### src/rtl/freq_meter_pkg.sv
`default_nettype none
// ============================================================================
// Module   : freq_meter_pkg
// Purpose  : Shared types and defaults for the digital frequency meter.
//            Holds the one-hot gate FSM state type and the default gate
//            length / result width that the transmit stage also relies on.
// Revision : 1.0 - initial release
// ============================================================================
package freq_meter_pkg;

    // One-hot encoding keeps the state decode to a single bit per state.
    typedef enum logic [2:0] {
        IDLE = 3'b001,
        ARM  = 3'b010,
        GATE = 3'b100
    } gate_state_t;

    // 1 s gate at a 1 MHz system clock.
    localparam int c_DEFAULT_GATE_CYCLES = 1_000_000;
    localparam int c_DEFAULT_CNT_W       = 32;

endpackage : freq_meter_pkg
`default_nettype wire

### src/rtl/sync_edge_detect.sv
`default_nettype none
// ============================================================================
// Module   : sync_edge_detect
// Purpose  : Brings an asynchronous input into the clk domain through a
//            SYNC_STAGES flop chain and emits a one-cycle pulse for each
//            rising edge of the synchronized level.
// Ports    : clk        - system clock
//            rst        - synchronous, active-high reset
//            async_in   - asynchronous input level
//            rise_pulse - high for one cycle per synchronized rising edge
// Revision : 1.0 - initial release
// ============================================================================
module sync_edge_detect #(
    parameter int SYNC_STAGES = 2
) (
    input  logic clk,
    input  logic rst,
    input  logic async_in,
    output logic rise_pulse
);

    logic [SYNC_STAGES-1:0] r_sync;
    logic                   r_prev;

    always_ff @(posedge clk) begin
        if (rst) begin
            r_sync <= '0;
            r_prev <= 1'b0;
        end else begin
            // r_sync[0] is the metastability-exposed flop; only the last
            // stage is used by downstream logic.
            r_sync <= {r_sync[SYNC_STAGES-2:0], async_in};
            r_prev <= r_sync[SYNC_STAGES-1];
        end
    end

    assign rise_pulse = r_sync[SYNC_STAGES-1] & ~r_prev;

endmodule : sync_edge_detect
`default_nettype wire

### src/rtl/freq_gate_counter.sv
`default_nettype none
// ============================================================================
// Module   : freq_gate_counter
// Purpose  : Gate-time frequency measurement. On start, counts rising edges
//            of the asynchronous sig_in over exactly GATE_CYCLES clocks
//            (after one ARM cycle) and publishes the count.
// Ports    : clk, rst     - system clock, synchronous active-high reset
//            start        - level request, sampled only in IDLE
//            busy         - high while a measurement is in progress
//            sig_in       - measured signal (asynchronous)
//            count        - edge count of last completed gate
//            count_valid  - one-cycle pulse when count updates
//            overflow     - accumulator overflowed during last gate
// Config   : FREQ_GATE_COUNTER_SATURATE_EN - when defined the accumulator
//            saturates at all-ones on overflow; otherwise it wraps.
// Revision : 1.0 - initial release
// ============================================================================
module freq_gate_counter
    import freq_meter_pkg::*;
#(
    parameter int GATE_CYCLES = c_DEFAULT_GATE_CYCLES,
    parameter int CNT_W       = c_DEFAULT_CNT_W,
    parameter int SYNC_STAGES = 2
) (
    input  logic             clk,
    input  logic             rst,
    input  logic             start,
    output logic             busy,
    input  logic             sig_in,
    output logic [CNT_W-1:0] count,
    output logic             count_valid,
    output logic             overflow
);

    localparam int               c_GC_W    = (GATE_CYCLES > 2) ? $clog2(GATE_CYCLES) : 1;
    localparam logic [c_GC_W-1:0] c_GC_LAST = c_GC_W'(GATE_CYCLES - 1);
    localparam logic [CNT_W-1:0]  c_ACC_MAX = '1;

    gate_state_t       r_state;
    logic              r_busy;
    logic [CNT_W-1:0]  r_count;
    logic              r_count_valid;
    logic              r_overflow;
    logic [CNT_W-1:0]  r_acc;
    logic              r_ovf_acc;
    logic [c_GC_W-1:0] r_gate_cnt;

    logic              w_edge;
    logic              w_wrap;
    logic [CNT_W-1:0]  w_acc_next;
    logic              w_ovf_next;

    sync_edge_detect #(
        .SYNC_STAGES (SYNC_STAGES)
    ) u_sync (
        .clk        (clk),
        .rst        (rst),
        .async_in   (sig_in),
        .rise_pulse (w_edge)
    );

    // Next accumulator value for a GATE cycle, including this cycle's edge.
    always_comb begin
        w_wrap = w_edge & (r_acc == c_ACC_MAX);
`ifdef FREQ_GATE_COUNTER_SATURATE_EN
        w_acc_next = w_wrap ? r_acc : (r_acc + {{(CNT_W-1){1'b0}}, w_edge});
`else
        w_acc_next = r_acc + {{(CNT_W-1){1'b0}}, w_edge};
`endif
        w_ovf_next = r_ovf_acc | w_wrap;
    end

    always_ff @(posedge clk) begin
        if (rst) begin
            r_state       <= IDLE;
            r_busy        <= 1'b0;
            r_count       <= '0;
            r_count_valid <= 1'b0;
            r_overflow    <= 1'b0;
            r_acc         <= '0;
            r_ovf_acc     <= 1'b0;
            r_gate_cnt    <= '0;
        end else begin
            r_count_valid <= 1'b0;
            case (r_state)
                IDLE: begin
                    if (start) begin
                        r_state <= ARM;
                        r_busy  <= 1'b1;
                    end
                end
                ARM: begin
                    // Edge seen here predates the gate and is dropped.
                    r_acc      <= '0;
                    r_ovf_acc  <= 1'b0;
                    r_gate_cnt <= '0;
                    r_state    <= GATE;
                end
                GATE: begin
                    r_acc      <= w_acc_next;
                    r_ovf_acc  <= w_ovf_next;
                    r_gate_cnt <= r_gate_cnt + 1'b1;
                    if (r_gate_cnt == c_GC_LAST) begin
                        // Result and busy change together so a controller
                        // seeing busy=0 always reads the fresh count.
                        r_count       <= w_acc_next;
                        r_overflow    <= w_ovf_next;
                        r_count_valid <= 1'b1;
                        r_state       <= IDLE;
                        r_busy        <= 1'b0;
                    end
                end
                default: begin
                    r_state <= IDLE;
                    r_busy  <= 1'b0;
                end
            endcase
        end
    end

    assign busy        = r_busy;
    assign count       = r_count;
    assign count_valid = r_count_valid;
    assign overflow    = r_overflow;

endmodule : freq_gate_counter
`default_nettype wire

### config.mk
export PLATFORM = sky130hd
export DESIGN_NAME = freq_gate_counter
export DESIGN_NICKNAME = d
export VERILOG_FILES = /design/src/rtl/freq_meter_pkg.sv /design/src/rtl/sync_edge_detect.sv /design/src/rtl/freq_gate_counter.sv
export SDC_FILE = /design/constraint.sdc
export NUM_CORES = 1
export LEC_CHECK = 0
export CAP_MARGIN = 40
export CORE_MARGIN = 2
export CORE_UTILIZATION = 54
export CTS_BUF_LIST = sky130_fd_sc_hd__clkbuf_4 sky130_fd_sc_hd__clkbuf_8
export DETAILED_ROUTE_END_ITERATION = 8
export PLACE_DENSITY = 0.77
export SYNTH_ARGS = -nofsm -noshare
export SYNTH_HDL_FRONTEND = slang
export SYNTH_SLANG_ARGS = --single-unit
export TNS_END_PERCENT = 20
### constraint.sdc
create_clock -name clk -period 2.1 [get_ports clk]
set_input_delay 0.315 -clock clk [delete_from_list [all_inputs] [get_ports clk]]
set_output_delay 0.315 -clock clk [all_outputs]
set_load 0.005 [all_outputs]
# After elaboration in Yosys (flattened, before gate mapping)
# Cells that the tools add are included.
# totals
inputBits,4
register_bits,94
out_inout_bits,35
# op_classes
addsub,2
muxes,10
eq_ne,7
bitwise_logic,6
n_reduce_logical,5
# ops
operator,n
$pmux 32 s2,1
$pmux 20 s2,1
$add 32x1->32,1
$eq 32x32->1 const B,1
$add 20x1->20 const B,1
$eq 20x20->1 const B,1
$pmux 3 s3,1
$mux 3,2
$ne 2x2->1 const B,2
$reduce_and 2->1,2
$eq 3x1->1 const B,1
$eq 3x2->1 const B,1
$eq 3x3->1 const B,1
$mux 1,3
$not 1->1,3
$pmux 1 s3,1
$reduce_and 3->1,1
$and 1x1->1,2
$pmux 1 s2,1
$reduce_bool 2->1,1
$reduce_or 2->1,1
$or 1x1->1,1

# Logic depth before layout (Yosys ltp)
# Gate-level depths: netlist of run 1.
# logic_depth
depth_word,5
depth_mapped,10

# Cells and area by module
# Synthesis of run 1 repeated with hierarchy kept, for this count alone.
# unflattened
hier_cells,553
area_unflattened_um2,4744.6
# modules_own_cells
mod,cells_per_inst,instances,area_per_inst_um2
freq_gate_counter,546,1,4657.0
sync_edge_detect,7,1,87.6

# Worst setup path after synthesis of run 1
# No wires, ideal clock.
# synth_path
path_kind,reg-to-reg
startpoint,register u_sync.r_sync[1]
endpoint,register r_acc[24]
synth_period_minus_slack_ns,2.243
path_stages_with_launch,10
setup_slack_ns,-0.143
required_ns,2.024
t_arrival_ns,2.167
n_path_buf,1
cell_sequence,dfxtp_1 nor2b_1 ha_1 ha_1 and4_1 clkbuf_1 nand2_1 or3_1 or3_1 a31oi_1
# synth_between
elab_chain_cells,3
# synth_lines
element,line_no,rtl
from (decl),sync_edge_detect.sv:22,logic [SYNC_STAGES-1:0] r_sync;
from (signal assigned),sync_edge_detect.sv:32,"r_sync <= {r_sync[SYNC_STAGES-2:0], async_in};"
$and 1x1->1,sync_edge_detect.sv:37,assign rise_pulse = r_sync[SYNC_STAGES-1] & ~r_prev;
$add 32x1->32,freq_gate_counter.sv:68,"w_acc_next = r_acc + {{(CNT_W-1){1'b0}}, w_edge};"
$pmux 32 s2,freq_gate_counter.sv:85,case (r_state)
to (signal assigned),freq_gate_counter.sv:100,r_acc <= w_acc_next;
to (decl),freq_gate_counter.sv:44,logic [CNT_W-1:0] r_acc;
# No other way between the ends.
# A chain may end at the register's enable or synchronous reset.

# Worst setup path in the final report of run 1
# layout_path
startpoint,register r_state[2]
endpoint,register r_gate_cnt[14]
# layout_between
elab_chain_cells,2
word_cells_on_any_way,4
cone_classes,eq/ne: 2; mux: 1; reduce/logical: 1
# layout_lines
element,line_no,rtl
from (decl),freq_gate_counter.sv:39,gate_state_t r_state;
from (signal assigned),freq_gate_counter.sv:75,r_state <= IDLE;
from (signal assigned),freq_gate_counter.sv:88,r_state <= ARM;
from (signal assigned),freq_gate_counter.sv:97,r_state <= GATE;
$eq 3x3->1 / $eq 3x2->1 (equally long branches),freq_gate_counter.sv:85,
$pmux 20 s2 / $reduce_bool 2->1 (equally long branches),-,
to (signal assigned),freq_gate_counter.sv:102,r_gate_cnt <= r_gate_cnt + 1'b1;
to (decl),freq_gate_counter.sv:46,logic [c_GC_W-1:0] r_gate_cnt;
# Parallel ways exist; a longest one is shown, timed or not.

==> results of run 1 <==
## flip-flops by register name, summed over array words and instances, names as in the netlist
register       count
overflow           1
u_sync.r_prev      1
r_state            3
r_ovf_acc          1
count             32
count_valid        1
r_acc             32
r_gate_cnt        20
busy               1
u_sync.r_sync      2
## through the flow
step	TNS (ns)	util (%)	area, um2	hold WS [ns]	cells
3_5_place_dp	-0.0420	62.3	5360	0.468	683
4_1_cts	0	64.9	5580	0.177	698
6_report	0	65.4	5620	0.186	699
2_1_floorplan	0	-	4750	0.414	543
3_3_place_gp	0	62.3	5350	0.459	682
5_1_grt	0	65.4	5620	0.186	699
## kinds of logic after synthesis
| kind of cell | after synthesis |
|---|---|
| AOI/OAI and AO/OA | 130 |
| xor gates and xnor gates | 30 |
| adders and majority gates | 4 |
| buffers and inverters | 49 |
| DFF | 94 |
| muxes | 8 |
| and+or+nand+nor | 228 |
## per-layer routing
| metal | up-vias | global-route usage (%) |
|---|---|---|
| met5 | - | 0 |
| met4 | 0 | 9.08 |
| met3 | 13 | 3.45 |
| met2 | 103 | 38.6 |
| met1 | 2021 | 30.5 |
| li1 | 2071 | - |
## cell usage after synthesis, types with 5 or more instances
| library cell | number |
|---|---|
| dfxtp_1 | 94 |
| nor2_1 | 71 |
| a21oi_1 | 33 |
| nand2_1 | 30 |
| a211oi_2 | 29 |
| clkbuf_1 | 24 |
| nand3_1 | 23 |
| nand4_1 | 20 |
| nor3_1 | 18 |
| o21ai_0 | 17 |
| xor2_1 | 17 |
| a31oi_1 | 15 |
| xnor2_1 | 13 |
| or3_1 | 12 |
| buf_2 | 9 |
| and4_1 | 7 |
| inv_1 | 7 |
| and2_1 | 6 |
| and3_1 | 6 |
| nor4_1 | 6 |
| a22oi_1 | 5 |
| buf_4 | 5 |
| mux2_2 | 5 |
| o31ai_1 | 5 |
## critical path: stages, from the launching register on
cell and delay, ns:
dfxtp_1 0.46, or3b_1 0.50, nor4_4 0.47, nand3_2 0.11
mux2_1 0.31, nor2_1 0.08
## worst max path at each step
| stage | end | cells after the start | slack [ns] |
|---|---|---|---|
| 6_report | r_gate_cnt[14]$_SDFFE_PP0P_ | 5 | 0.11 |
| 3_5_place_dp | r_acc[14]$_SDFFE_PP0P_ | 9 | -0.02 |
| 3_3_place_gp | count[14]$_SDFFE_PP0P_ | 9 | 0.09 |
| 2_1_floorplan | r_acc[24]$_SDFFE_PP0P_ | 9 | 0.03 |
| 5_1_grt | r_gate_cnt[14]$_SDFFE_PP0P_ | 5 | 0.007 |
| 4_1_cts | r_acc[24]$_SDFFE_PP0P_ | 8 | 0.007 |
## where the power goes
| part | total, mW | switching (mW) | internal [mW] |
|---|---|---|---|
| Sequential | 1.79 | 0.00722 | 1.79 |
| Combinational | 0.0876 | 0.0588 | 0.0288 |
| Clock | 1.28 | 0.591 | 0.690 |
## layout make-up
class                      count  area (um2)
multi-input combinational    400        2670
timing repair buffer          75         693
sequential                    94        1880
fill                         720        2980
tap                          108         135
clock inverter                 4        72.6
inverter                       7        26.3
clock buffer                  11         139
## what timing repair did
action                                  4_1_cts  5_1_grt
buffers inserted                              0        1
resized for setup                             2        7
pin swaps                                     0        2
endpoints found under the setup margin        3       18
==> impl_metrics.ini, run 1 <==
[clocking]
cts.sinks = 94
cts_buffers = 9
cts.path.max_buffers = 2
clkLatencyLatePin_ns = 0.35
ctsHoldBuffers = 0
cts_tree = yes
h-tree-depth = 3
root_buffer = clkbuf_8
clk_pin_slew_ns = 0.09

[floorplan]
ios = 39
start_util_pct = 55.0
core-area_mm2 = 0.00859
num_rows = 34
die_h_um = 97.6
die_area_mm2 = 0.00952
fp.dieW_um = 97.6

[synth]
synth-seq-cells = 94
synth.distinct_cells = 55
synth_top_family_by_area = simple AND/OR/NAND/NOR gates
synth_compound_area_share_pct = 21.0
syn_avg_cell_area_um2 = 8.71
yosys.area_share.xor_xnor_pct = 5.56
yosysWarnings = 0
yosys.area_share.simple_pct = 25.7
syn_inst = 543
synth.area.mux_share_pct = 1.85
syn-num-nets = 551
yosysTopAreaCell = dfxtp_1
synth-edff-count = 0
synth_ff_type = dfxtp_1
synthAdderAreaFrac_pct = 1.06
synthTopCellsByArea = dfxtp_1, a211oi_2, nor2_1
syn-cell-area_mm2 = 0.00473
yosysSeqAreaShare_pct = 39.8
synthArstFlopShare_pct = 0
synth_top_area_share_pct = 39.8

[worst_setup_path]
criticalPathCategory = reg2reg
reg2reg_depth = 5
startpoint_type = flip-flop
crit_path_start = r_state[2]$_SDFFE_PP0P_
cp.arrival_ns = 2.27
critPathMaxFanout = 8
worstPathRequired_ns = 2.39
rrSetupSlack_ns = 0.11
cp-end-kind = flip-flop
r2r_end = r_gate_cnt[14]$_SDFFE_PP0P_
r2r_start = r_state[2]$_SDFFE_PP0P_

[timing]
fmax_ghz = 0.503
slew_violations = 0
fin_ws_ns = 0.112
setup_viol = 0
min_period_over_period_pct = 94.7
tightest_slew_ns = 0.556
rsz0062_at_grt = false
min_period_ns = 1.99
hold_violations = 0
relSlewSlack_pct = 63.0
skew_ns = 0.00954

[finish]
layout_common_cells = dfxtp_1, nor2_1, clkdlybuf4s50_1
drive_gt1_share_pct = 17.4
finalNetCount = 595
diodes = 0
syn_to_final_growth_pct = 18.8
final_common_cell = dfxtp_1

[global_route]
track_usage_pct = 23.3
grt_remaining_overflow = 0
grt_pass1_wl_um = 18500
antenna_found_initial = 0
grt_max_degree = 48
grt_pass1_vias = 4039

[pwr]
p_leak_nw = 1.83
ir_worst_vdd_v = 0.000452
total_power_mw = 3.16
power_density_mw_per_mm2 = 563

[hold_path]
min_from = rst
min_path_cells = 2
whs_endpoint = count[23]$_SDFFE_PP0P_
hold_class = in2reg

[routing]
drt_iter0_drc = 318
vias = 4208
top_layer = met4
wl_met3_um = 462
firstDrtPassIters = 5
wl_met2_um = 5290
via_per_inst = 6.02
antenna_left = 0
drt-total-wl_um = 10800
m1WireLength_um = 4890
routedWlPerCell_um = 15.5
route.detailed.drc = 0

[placed_design]
dp.final_hpwl_um = 7610
port_buffers = 38
pre_cts_slack_ns = -0.0201
gp_congestion = 0.922

[flow_run]
maxCapViolCount = 0

[outcome]
outcome = finished, final reports clean
(Power assumes the default switching activity.)
==> inputs of run 2 (changes only) <==
--- a/config.mk
+++ b/config.mk
@@ -5,7 +5,7 @@
 export SDC_FILE = /design/constraint.sdc
 export NUM_CORES = 1
 export LEC_CHECK = 0
-export CAP_MARGIN = 40
+export CAP_MARGIN = 5
 export CORE_MARGIN = 2
 export CORE_UTILIZATION = 54
 export CTS_BUF_LIST = sky130_fd_sc_hd__clkbuf_4 sky130_fd_sc_hd__clkbuf_8
==> impl_metrics.ini, run 2 (synthesized netlist as in run 1, its figures left out) <==
[finish]
layout.area.seq_mm2 = 0.00188
fin_area_mm2 = 0.00558
multiInputGateArea_mm2 = 0.00267
diodes = 0
finalNetCount = 594
final_common_cell = dfxtp_1
syn_to_final_growth_pct = 18.0
layout_common_cells = dfxtp_1, nor2_1, clkdlybuf4s50_1
drive_gt1_share_pct = 17.1
n_fill_cell = 736

[routing]
route.detailed.drc = 0
routedWlPerCell_um = 15.4
drt-total-wl_um = 10800
antenna_left = 0
via_per_inst = 6.06
drt_iter0_drc = 318
firstDrtPassIters = 7
vias = 4226

[pwr]
seqPwrFrac_pct = 59.0
p_comb_share_pct = 2.8
power_density_mw_per_mm2 = 545
p_leak_nw = 1.80
p_sw_uw = 677
clkPwrFrac_pct = 38.1
ir_worst_vdd_v = 0.000434
p_int_mw = 2.37
p_sw_share_pct = 22.2
total_power_mw = 3.04

[worst_setup_path]
critPathMaxFanout = 3
path_buf_inv = 0
worstPathRequired_ns = 2.40
crit_family = simple AND/OR/NAND/NOR gates
crit_chain = nor2b_4 > ha_4 > ha_4 > and4_4 > nand2_1 > or3_4 > or3_1 > a31oi_1
crit_slowest_cell = dfxtp_1
slowest_delay_ns = 0.35
cp.arrival_ns = 2.27
crit_path_frequent_cell = ha_4
cp-end-kind = flip-flop
startpoint_type = flip-flop
criticalPathCategory = reg2reg

[timing]
tightest_slew_ns = 0.615
relSlewSlack_pct = 58.9
min_period_over_period_pct = 94.0
fin_ws_ns = 0.126
min_period_ns = 1.97
setup_viol = 0
skew_ns = 0.0155
hold_violations = 0
slew_violations = 0
rsz0062_at_grt = false
fmax_ghz = 0.507

[floorplan]
ios = 39
die_area_mm2 = 0.00952
die_h_um = 97.6
num_rows = 34
fp.dieW_um = 97.6
start_util_pct = 55.0
core-area_mm2 = 0.00859

[clocking]
cts.sinks = 94
cts_buffers = 9
clkLatencyLatePin_ns = 0.36
ctsHoldBuffers = 0
h-tree-depth = 3
clk_pin_slew_ns = 0.09
root_buffer = clkbuf_8
cts.path.max_buffers = 2
cts_tree = yes

[global_route]
grt_remaining_overflow = 0
antenna_found_initial = 0
track_usage_pct = 23.2
grt_max_degree = 48
grt_pass1_wl_um = 18300
grt_pass1_vias = 3928

[placed_design]
dp.final_hpwl_um = 7540
placed_cell_area_mm2 = 0.00535
pre_cts_slack_ns = -0.0317
gp_congestion = 0.922
port_buffers = 38

[hold_path]
hold_class = in2reg

[outcome]
outcome = finished, final reports clean

[flow_run]
maxCapViolCount = 0
==> run 2: cell count changes in the layout (fill, tap and decap cells not counted), sizes merged <==
| cell | change |
|---|---|
| bufinv | -1 |
| clkinvlp | +1 |
| clkbuf | -1 |
| buf | -1 |
==> run 2: power by group through the flow <==
stage	clock, mW	sequential [mW]	combinational, mW
6_report	1.16	1.80	0.0866
2_1_floorplan	0	1.84	0.0569
3_5_place_dp	0	1.84	0.0845
4_1_cts	1.19	1.80	0.0853
5_1_grt	1.26	1.80	0.0961
3_3_place_gp	0	1.84	0.0822
==> run 2: worst paths after layout <==
path | from | to | slack [ns] | depth (start not counted)
worst max-delay path | u_sync.r_sync[1]$_SDFF_PP0_ | r_acc[24]$_SDFFE_PP0P_ | 0.13 | 8
worst min-delay path | rst | count[23]$_SDFFE_PP0P_ | 0.17 | 2
worst max register to register | u_sync.r_sync[1]$_SDFF_PP0_ | r_acc[24]$_SDFFE_PP0P_ | 0.13 | 8
worst min register to register | u_sync.r_sync[1]$_SDFF_PP0_ | u_sync.r_prev$_SDFF_PP0_ | 0.50 | 1
==> run 2: cell type report <==
class                           count  area share (%)
Multi-Input combinational cell    400            47.8
Clock buffer                       10            2.35
Inverter                            7           0.471
Clock inverter                      4           0.897
Timing Repair Buffer               74            12.3
Sequential cell                    94            33.7
Tap cell                          108            2.42
==> run 2: stage by stage <==
| step | util, % | cells | hold slack, ns | setup TNS, ns |
|---|---|---|---|---|
| global placement | 62.3 | 682 | 0.459 | 0 |
| floorplan | - | 543 | 0.414 | 0 |
| finish | 64.9 | 697 | 0.173 | 0 |
| detailed placement | 62.3 | 682 | 0.469 | -0.0765 |
| CTS | 64.5 | 696 | 0.159 | 0 |
| global route | 64.9 | 697 | 0.169 | 0 |
==> run 2: layer usage <==
layer,part of all wire [%],wire [um],global-route usage (%)
met2,48,5140,37.4
met3,4.9,532,4.53
met1,45,4880,30.5
met5,0,0,0
met4,2.0,214,9.62
==> run 2: timing repair <==
item                       CTS  global route
setup endpoints to repair    3             9
gates resized for setup      3             7
pin swaps                    0             2
buffers inserted             0             1
